## config.mk

```make
export PLATFORM = sky130hd
export DESIGN_NAME = pc_fetch_unit
export DESIGN_NICKNAME = d
export VERILOG_FILES = /design/src/rtl/pc_pkg.sv /design/src/rtl/pc_ras.sv /design/src/rtl/pc_fetch_unit.sv
export SDC_FILE = /design/constraint.sdc
export NUM_CORES = 1
export LEC_CHECK = 0
export CORE_MARGIN = 2
export CORE_UTILIZATION = 46
export CTS_CLUSTER_DIAMETER = 80
export DETAILED_ROUTE_END_ITERATION = 6
export PLACE_DENSITY = 0.88
export SYNTH_ARGS = -nofsm -noshare
export SYNTH_HDL_FRONTEND = slang
export SYNTH_HIERARCHICAL = 1
export SYNTH_SLANG_ARGS = --single-unit
```

## constraint.sdc

```tcl
create_clock -name clk -period 2.8 [get_ports clk]
set_input_delay 0.28 -clock clk [delete_from_list [all_inputs] [get_ports clk]]
set_output_delay 0.28 -clock clk [all_outputs]
set_load 0.01 [all_outputs]
```

## src/rtl/pc_pkg.sv

```systemverilog
// pc_pkg: shared state and next-PC source encodings for the fetch unit
package pc_pkg;
    typedef enum logic [1:0] {BOOT, RUN, HALTED} pc_state_t;
    typedef enum logic [2:0] {SEQ, BRANCH, TRAP, RAS, HOLD} pc_src_t;
endpackage

```

## src/rtl/pc_ras.sv

```systemverilog
// pc_ras: circular return-address stack; push+pop together replaces the top, a push when full drops the oldest
module pc_ras #(
    parameter int XLEN      = 32,
    parameter int RAS_DEPTH = 4
) (
    input  logic            clk,
    input  logic            rst,
    input  logic            push,
    input  logic            pop,
    input  logic [XLEN-1:0] wdata,
    output logic [XLEN-1:0] top,
    output logic            empty,
    output logic            full
);
    localparam int PW = $clog2(RAS_DEPTH);
    localparam int CW = PW + 1;
    logic [XLEN-1:0] mem_q [RAS_DEPTH];
    logic [XLEN-1:0] mem_d [RAS_DEPTH];
    logic [PW-1:0]   wp_q, wp_d, top_idx;
    logic [CW-1:0]   cnt_q, cnt_d;
    assign top_idx = wp_q - PW'(1);
    assign top     = mem_q[top_idx];
    assign empty   = cnt_q == '0;
    assign full    = cnt_q == CW'(RAS_DEPTH);
    // next stack contents, write pointer and occupancy
    always_comb begin
        mem_d = mem_q;
        wp_d  = wp_q;
        cnt_d = cnt_q;
        if (push && pop) begin
            mem_d[top_idx] = wdata;
        end else if (push) begin
            mem_d[wp_q] = wdata;
            wp_d        = wp_q + PW'(1);
            cnt_d       = full ? cnt_q : cnt_q + CW'(1);
        end else if (pop) begin
            wp_d  = top_idx;
            cnt_d = cnt_q - CW'(1);
        end
    end
    // stack registers, cleared on reset
    always_ff @(posedge clk) begin
        if (rst) begin
            mem_q <= '{default: '0};
            wp_q  <= '0;
            cnt_q <= '0;
        end else begin
            mem_q <= mem_d;
            wp_q  <= wp_d;
            cnt_q <= cnt_d;
        end
    end
endmodule

```

## src/rtl/pc_fetch_unit.sv

```systemverilog
// pc_fetch_unit: program counter and fetch steering; return-address stack enabled by PC_RAS_EN
module pc_fetch_unit
    import pc_pkg::*;
#(
    parameter int              XLEN         = 32,
    parameter logic [XLEN-1:0] RESET_VECTOR = '0,
    parameter logic [XLEN-1:0] INC          = XLEN'(4),
    parameter int              RAS_DEPTH    = 4
) (
    input  logic            clk,
    input  logic            reset,
    input  logic            stall,
    input  logic            takeBranch,
    input  logic [XLEN-1:0] branchAddress,
    input  logic            trapTaken,
    input  logic [XLEN-1:0] trapVector,
    input  logic            haltReq,
    input  logic            resume,
    input  logic            callPush,
    input  logic            retPredict,
    output logic [XLEN-1:0] pcAddress,
    output logic            pcValid,
    output logic            redirect,
    output logic            rasEmpty,
    output logic            rasFull
);
    pc_state_t       state_q, state_d;
    pc_src_t         src;
    logic [XLEN-1:0] pc_q, pc_d, seq_pc, ras_top;
    logic            valid_q, valid_d, redirect_q, redirect_d, boot_q, boot_d;
    logic            live, call_i, ret_i, ras_push, ras_pop, ras_empty, ras_full;
    assign seq_pc = pc_q + INC;
`ifdef PC_RAS_EN
    assign call_i = callPush;
    assign ret_i  = retPredict;
    pc_ras #(.XLEN(XLEN), .RAS_DEPTH(RAS_DEPTH)) u_ras (
        .clk   (clk),
        .rst   (reset),
        .push  (ras_push),
        .pop   (ras_pop),
        .wdata (seq_pc),
        .top   (ras_top),
        .empty (ras_empty),
        .full  (ras_full)
    );
`else
    logic unused_ras;
    assign call_i     = 1'b0;
    assign ret_i      = 1'b0;
    assign ras_top    = '0;
    assign ras_empty  = 1'b1;
    assign ras_full   = 1'b0;
    assign unused_ras = ^{callPush, retPredict, ras_push, ras_pop};
`endif
    // next-PC source select, state transition and registered output values
    always_comb begin
        live       = state_q == RUN && !trapTaken && !takeBranch && !stall && !haltReq;
        ras_pop    = live && ret_i && !ras_empty;
        ras_push   = live && call_i;
        src        = state_q == BOOT ? HOLD : trapTaken ? TRAP : state_q == HALTED ? HOLD :
                     takeBranch ? BRANCH : (stall || haltReq) ? HOLD : ras_pop ? RAS : SEQ;
        state_d    = state_q == BOOT ? (boot_q ? BOOT : RUN) :
                     state_q == HALTED ? ((trapTaken || resume) ? RUN : HALTED) :
                     (haltReq && !trapTaken && !takeBranch) ? HALTED : RUN;
        pc_d       = src == TRAP ? trapVector : src == BRANCH ? branchAddress :
                     src == RAS ? ras_top : src == SEQ ? seq_pc : pc_q;
        redirect_d = src inside {TRAP, BRANCH, RAS};
        valid_d    = state_d == RUN;
        boot_d     = 1'b0;
    end
    // state and output registers; boot_q keeps BOOT for one cycle after reset releases
    always_ff @(posedge clk) begin
        if (reset) begin
            state_q    <= BOOT;
            boot_q     <= 1'b1;
            pc_q       <= RESET_VECTOR;
            valid_q    <= 1'b0;
            redirect_q <= 1'b0;
        end else begin
            state_q    <= state_d;
            boot_q     <= boot_d;
            pc_q       <= pc_d;
            valid_q    <= valid_d;
            redirect_q <= redirect_d;
        end
    end
    assign pcAddress = pc_q;
    assign pcValid   = valid_q;
    assign redirect  = redirect_q;
    assign rasEmpty  = ras_empty;
    assign rasFull   = ras_full;
endmodule
```

---- Word-level counts from Yosys, hierarchy flattened ----
Index checks and enable logic that the tools add are counted.
word-level totals
  flip-flop bits (word level) ............. 37
  latch bits .............................. 0
  bits in writable memories ............... 0
  memory bits (read-only) ................. 0
  input port bits ......................... 73
  output and inout bits ................... 36
  word-level logic and storage cells ...... 36
  memories ................................ 0
operators by class
  $add $sub $neg .......................... 1
  $mul .................................... 0
  div/mod/pow operators ................... 0
  $lt $le $gt $ge ......................... 0
  equal/unequal tests ..................... 5
  shifts and indexed selects .............. 0
  mux-type cells .......................... 15
  bitwise logic cells ..................... 0
  reduce and logical (&&, ||, !) cells .... 10
operator list
  operator               number
  $mux 32                4
  $add 32x3->32 const B  1
  $mux 3                 5
  $mux 2                 4
  $eq 3x2->1 const B     2
  $reduce_bool 4->1      1
  $eq 3x1->1 const B     1
  $logic_not 3->1        1
  $reduce_bool 3->1      1
  $eq 2x1->1 const B     1
  $eq 2x2->1 const B     1
  $logic_and 1x1->1      2
  $logic_not 1->1        2
  $logic_not 2->1        1
  $logic_or 1x1->1       2
  $mux 1                 2

---- Longest topological paths before layout ----
Gate-level depths: netlist (run 1).
  depth after elaboration ................. 11
  depth in mapped cells ................... 8
  depth with buffers taken out ............ 6

---- Least setup slack after synthesis (run 1) ----
OpenSTA, ideal clock, no wires.
  path kind ............................... reg-to-reg
  start point ............................. register pc_q[15], in the netlist pcAddress[15]
  end point ............................... register pc_q[30], in the netlist pcAddress[30]
  library setup time ...................... 0.137 ns
  data arrival time ....................... 1.744 ns
  data required time ...................... 2.663 ns
  slack ................................... 0.919 ns
  stages on the path, launching flop included .. 7
  path buffers ............................ 1
  clock period less this slack ............ 1.881 ns
  cells stage by stage .................... dfxtp_1 nand2_2 or4_1 buf_2 o31a_2 o21ai_1 a221oi_2
on the way
  word-level cells in the longest chain between the ends .. 5
RTL lines
  what                    RTL line             source
  from (decl)             pc_fetch_unit.sv:29  logic [XLEN-1:0] pc_q, pc_d, seq_pc, ras_top;
  from (signal assigned)  pc_fetch_unit.sv:82  pc_q <= pc_d;
  $add 32x3->32           pc_fetch_unit.sv:32  assign seq_pc = pc_q + INC;
  $mux 32 (2 in a row)    pc_fetch_unit.sv:66  src == RAS ? ras_top : src == SEQ ? seq_pc : pc_q;
  $mux 32 (2 in a row)    pc_fetch_unit.sv:65  pc_d = src == TRAP ? trapVector : src == BRANCH ? branchAddress :
No other way between the ends. The select of a mux whose other input is x is not followed.
A chain may end at the register's enable or synchronous reset.

---- Final worst setup path (run 1) ----
  start point ............................. register pc_q[6], in the netlist pcAddress[6]
  end point ............................... register pc_q[19], in the netlist pcAddress[19]
Same word-level chain as after synthesis.

==> summary.md, run 1 <==
| Metric | Value |
|---|---|
| Status | `completed` |
| Setup WS pre-CTS | `approximately 0.4 ns` |
| Pwr dens | `374 nW/µm²` |
| Die Ht | `roughly 80 µm` |
| Core ar. | `between 5000 and 6000 µm²` |
| Number of flops mapped to enable cells by yosys | `0` |
| Worst R2R Start | `pcAddress[6]` |
| DR DRC count | `0` |
| Die area | `6120 µm²` |
| Drt wl/cell | `16.7 µm` |
| Total negative slack | `0 ns` |
| Number of max-cap violations | `0` |
| Synth Area in Compound Gates | `34.2%` |
| Root Buffer | `clkbuf_8` |
| First-pass GRT wire length | `~13 mm` |
| Overall die width | `78.3 µm` |
| Critical path class | `reg -> reg` |
| Via/cell ratio | `6.14` |
| # rows | `27` |
| Final min period | `around 2.1 ns` |
| Fmax | `around 0.47 GHz` |
| Dpl hpwl | `5.95 mm` |
| Largest net degree at the start of global routing | `33` |
| Critical Path Start Type | `register` |
| Starting Density | `between 40% and 50%` |
| Sink Count | `37` |
| Synth async-reset ratio | `0%` |
| Via count | `3026` |
| Vias in the first global route | `2905` |
| Number of cells produced by synthesis | `around 330` |
| Post-DRT Antenna Nets | `0` |
| Final Cycle Share | `76.7%` |
| Most used DFF post-synth | `dfxtp_1` |
| CTS buffer count | `5` |
| H-tree levels | `2` |
| Req. time, crit path | `3.00 ns` |
| Share of layout cells above drive strength 1 | `between 6 and 7%` |
| Mux contribution to synthesized area | `less than 1%` |
| Area grow syn2layout | `44.6%` |
| RSZ-0062 raised after global routing | `no` |
| Total setup buffers inserted after CTS | `0` |
| Worst-Margin Slew | `0.839 ns` |
| Drt total wl | `~8 mm` |
| DRT iter0 DRCs | `210` |
| Arr. time, crit path | `about 2.4 ns` |
| CTS resizes | `0` |
| CTS Buffer Depth | `2` |
| Crit Path Max Fanout | `10` |
| # diodes | `0` |
| # hold bufs at CTS | `0` |
| Reg2reg end | `pcAddress[19]` |
| Worst VDD drop | `0.200 mV` |
| Hold Crit Depth | `1` |
| Element type at the critical path end | `register` |
| Syn_area_per_cell | `between 7 and 8 µm²` |
| Sequential fraction of the synthesis area | `between 20 and 30%` |
| Final hold violations | `0` |
| I/O pin total | `between 100 and 150` |
| Synth warnings | `6` |
| Mapped Area | `approximately 2500 µm²` |
| Total Power | `approximately 1400 µW` |
| Hold Crit Class | `reg -> reg` |
| Worst-Skew Late Latency | `between 0.2 and 0.3 ns` |
| Simple-gate portion of the synthesized area | `about 26%` |
| Synthesized net count | `400` |
| Register-to-register setup slack | `0.65 ns` |
| Fill cells | `roughly 460` |
| Rel. slew slack | `a little over two fifths` |
| Drt first pass iters | `6` |
| #FFs+latches synth | `37` |
| Hold Crit Start | `boot_q` |
| Placer Congestion | `~0.90` |
| I/O Buffers | `approximately 100` |
| Largest family of logic cells by synthesized area | `compound AO/OA/AOI/OAI gates` |
| Commonest non-fill, non-tap cell in the layout | `clkdlybuf4s50_1` |
| Distinct cell type count of the synthesized netlist | `68` |
| Commonest non-fill, non-tap cells in the layout | `clkdlybuf4s50_1, dfxtp_1, nor2_1` |
| Adder-cell area share of the yosys netlist | `less than 1%` |
| GR Overflow Total | `0` |
| Post-Synth XOR/XNOR Area | `under 10%` |
| Final WS setup | `roughly 0.65 ns` |
| Nets | `between 400 and 500` |
| R2R cell count | `5` |
| Max Slew Vio Count | `0` |
| # setup viols final | `0` |
| Hold path endpoint | `pcValid` |
| Initial antenna violation count | `0` |
| Clock skew | `0.00332 ns` |
| Tot GR Track Use | `between 20% and 30%` |
| Leak | `roughly 0.0012 µW` |
| CTS tree | `yes` |
| Reg clk slew, reported paths | `0.07 ns` |
==> routing by layer <==
layer  GRT usage [%]  share of wire, %
met1            33.2                43
met2            47.8                50
met3            4.83               6.2
met4            7.37               1.4
met5               0                 0
==> through the flow <==
stage,cell area (µm²),hold WS (ns),util (%),cells
2_1_floorplan,2540,0.308,-,326
3_3_place_gp,3590,0.423,66.4,485
3_5_place_dp,3590,0.445,66.4,485
4_1_cts,3670,0.455,67.8,493
5_1_grt,3670,0.467,67.8,493
6_report,3670,0.453,67.8,493
==> state kept, by name (all words and copies together) (netlist names) <==
| signal | count |
|---|---|
| boot_q | 1 |
| pcAddress | 32 |
| pcValid | 1 |
| redirect | 1 |
| state_q | 2 |
==> worst max-delay path by stage <==
stage	startpoint	endpoint	slack, ns	depth (start not counted)
after floorplan	pcAddress[15]	pcAddress[30]	0.92	6
after global placement	takeBranch	pcAddress[23]	0.49	6
after detailed placement	takeBranch	pcAddress[23]	0.40	6
after CTS	takeBranch	pcAddress[23]	0.70	6
after global routing	pcAddress[6]	pcAddress[22]	0.44	5
final	pcAddress[6]	pcAddress[19]	0.65	5
==> logic make-up after synthesis <==
group | count (synthesis)
flip-flops | 37
other | 2
multiplexers | 1
XOR/XNOR | 6
AND/OR/NAND/NOR | 120
AO/OA/AOI/OAI | 123
buffers and inverters | 36
adder cells (fa/ha/maj) | 1
==> cells in the mapped netlist, types with 3 or more instances <==
master      n  area (µm²)
a211o_1     3        26.3
a211oi_1    7        52.6
a21o_1      3        22.5
a21oi_1    17        85.1
a221oi_1    6        52.6
a222oi_1    3        30.0
a22o_1      3        26.3
a22oi_1    10        75.1
a2bb2oi_1   3        26.3
a31oi_1     5        31.3
and2_1      3        18.8
and3_1      5        31.3
buf_2       5        25.0
buf_4       3        22.5
clkbuf_1   12        45.0
clkbuf_8    3        41.3
dfxtp_1    37         741
inv_1       8        30.0
nand2_1    22        82.6
nand3_1    12        60.1
nand4_1     9        56.3
nor2_1     31         116
nor3_1     11        55.1
nor4_1      8        50.1
o21a_1      4        30.0
o21ai_0    25         125
o22ai_1     5        31.3
o31a_1      3        26.3
o31ai_1     5        37.5
xnor2_1     4        35.0
==> report_power, final <==
part           leakage [µW]  internal, µW  total [µW]  switching [µW]
registers          0.000303           561         610            48.9
logic              0.000875           223         388             166
clock network     0.0000395           177         373             196
total               0.00122           961        1370             411
==> final cells by class <==
cell class | instances | area [µm²] | share of cell area (%)
clock buffer | 8 | 80.1 | 2.18
multi-input combinational | 253 | 1600 | 43.7
sequential | 37 | 741 | 20.2
tap | 72 | 90.1 | 2.46
timing repair buffer | 115 | 1120 | 30.6
inverter | 8 | 30.0 | 0.819
==> critical path: stages, from the launching register on <==
cell and delay, ns:
dfxtp_1 0.48, and4_1 0.47, nand4_4 0.27, nor4_1 0.37, o21ai_0 0.15, a221oi_1 0.31
Power figures use the tool's default switching activity.
==> run 2, diff against run 1 <==
--- a/config.mk
+++ b/config.mk
@@ -6,10 +6,10 @@
 export NUM_CORES = 1
 export LEC_CHECK = 0
 export CORE_MARGIN = 2
-export CORE_UTILIZATION = 46
+export CORE_UTILIZATION = 39
 export CTS_CLUSTER_DIAMETER = 80
 export DETAILED_ROUTE_END_ITERATION = 6
-export PLACE_DENSITY = 0.88
+export PLACE_DENSITY = 0.8
 export SYNTH_ARGS = -nofsm -noshare
 export SYNTH_HDL_FRONTEND = slang
 export SYNTH_HIERARCHICAL = 1
==> constraint.sdc (replaced) <==
create_clock -name clk -period 1.8 [get_ports clk]
set_input_delay 0.18 -clock clk [delete_from_list [all_inputs] [get_ports clk]]
set_output_delay 0.18 -clock clk [all_outputs]
set_load 0.01 [all_outputs]
==> summary.md, run 2 (same netlist as run 1, synthesis figures left out) <==
| Metric | Value |
|---|---|
| Post-DRT Antenna Nets | `0` |
| Hold Crit Class | `in -> reg` |
| Core ar. | `roughly 6300 µm²` |
| Leak | `~0.0016 µW` |
| Status | `completed` |
| Worst VDD drop | `~0.32 mV` |
| CTS buffer count | `5` |
| Dpl cell area | `around 4200 µm²` |
| Final Cycle Share | `98.6%` |
| CTS Buffer Depth | `2` |
| Via count | `between 3000 and 4000` |
| Hold slack | `0.443 ns` |
| Vias in the first global route | `~3300` |
| Initial antenna violation count | `0` |
| Worst-Skew Late Latency | `0.29 ns` |
| Element type at the critical path end | `register` |
| Drt total wl | `between 9 and 10 mm` |
| First-pass GRT wire length | `roughly 16 mm` |
| Commonest non-fill, non-tap cell in the layout | `clkdlybuf4s50_1` |
| Fmax | `roughly 0.56 GHz` |
| Critical path class | `reg -> reg` |
| Overall die width | `about 85 µm` |
| Fin util | `~69%` |
| I/O pin total | `around 110` |
| Final hold violations | `0` |
| Pwr dens | `roughly 550 nW/µm²` |
| Tot GR Track Use | `26.4%` |
| Crit Path Max Fanout | `4` |
| Largest net degree at the start of global routing | `20` |
| Root Buffer | `clkbuf_8` |
| Number of max-cap violations | `0` |
| Share of layout cells above drive strength 1 | `around 25%` |
| GR Overflow Total | `0` |
| Max reg flops | `32` |
| # hold bufs at CTS | `0` |
| Area grow syn2layout | `71.1%` |
| # rows | `29` |
| Die area | `slightly above 7000 µm²` |
| Arr. time, crit path | `approximately 2 ns` |
| # diodes | `0` |
| Final min period | `approximately 1.8 ns` |
| Die Ht | `between 80 and 90 µm` |
| Max Slew Vio Count | `0` |
| RSZ-0062 raised after global routing | `yes` |
| Clock skew | `approximately 0.011 ns` |
| DRT iter0 DRCs | `~260` |
| Commonest non-fill, non-tap cells in the layout | `clkdlybuf4s50_1, buf_4, nor2_1` |
| Critical Path Start Type | `register` |
| Drt wl/cell | `~17 µm` |
| DR DRC count | `0` |
| Reg clk slew, reported paths | `approximately 0.080 ns` |
| Via/cell ratio | `around 6.0` |
| Req. time, crit path | `~2.0 ns` |
| Dpl hpwl | `roughly 7.4 mm` |
| # setup viols final | `0` |
| CTS tree | `yes` |
| Nets | `around 570` |
| Sink Count | `37` |
| Drt first pass iters | `5` |
| I/O Buffers | `about 100` |
| Starting Density | `40.2%` |
| Total Power | `2380 µW` |
| Placer Congestion | `between 0.8 and 0.9` |
| Design Area, Final | `roughly 4300 µm²` |
| H-tree levels | `2` |
-- run 2: changes by cell type in the layout (fill, tap and decap cells not counted), sizes merged --
cell / delta
clkbuf: -1
clkinv: +1
buf: +73
-- run 2: worst paths after layout --
kind                      start       endpoint  slack [ns]  cells past startpoint
setup / recovery   pcAddress[3]  pcAddress[22]        0.03                      6
hold / removal    trapVector[3]   pcAddress[3]        0.44                      3
setup reg to reg   pcAddress[3]  pcAddress[22]        0.03                      6
hold reg to reg    pcAddress[0]   pcAddress[0]        0.46                      2
-- run 2: area by class of cell --
cell class / count / area, µm²
clock inverters: 1 / 5.00
well taps: 77 / 96.3
repair buffers: 188 / 1700
multi-input cells: 253 / 1660
clock buffers: 7 / 96.3
fillers: 522 / 1970
flip-flops and latches: 37 / 756
inverters: 8 / 30.0
-- run 2: worst max-delay path: stages (launching register included) --
cell,delay [ns]
dfxtp_2,0.36
ha_4,0.14
and3_4,0.19
nand4_1,0.24
nor3_1,0.32
o22ai_1,0.11
a221o_1,0.32
-- run 2: per-stage QoR --
| stage | std cells | worst slack (ns) | setup TNS, ns |
|---|---|---|---|
| 2_1_floorplan | 326 | 0.00202 | 0 |
| 3_3_place_gp | 561 | -0.0964 | -1.31 |
| 3_5_place_dp | 561 | -0.172 | -2.37 |
| 4_1_cts | 570 | 0.0000171 | 0 |
| 5_1_grt | 571 | -0.0406 | -0.0827 |
| 6_report | 571 | 0.0252 | 0 |
-- run 2: where the power goes --
| part | internal (µW) | leakage [µW] | switching [µW] |
|---|---|---|---|
| Combinational | 462 | 0.00124 | 341 |
| Clock | 347 | 0.0000542 | 312 |
| Sequential | 876 | 0.000308 | 43.2 |
-- run 2: timing repair --
item                       CTS  global route
gates cloned                 0             0
resized for setup            2            15
setup endpoints to repair    5            18
buffers inserted             1             1
pin swaps                    1             3
-- run 2: per-layer routing --
layer	vias to the layer above	GRT usage, %	share of wire (%)
li1	1597	-	-
met1	1636	32.4	40
met2	170	47.2	51
met3	26	4.03	7.6
met4	0	8.23	2.1
met5	-	0	0
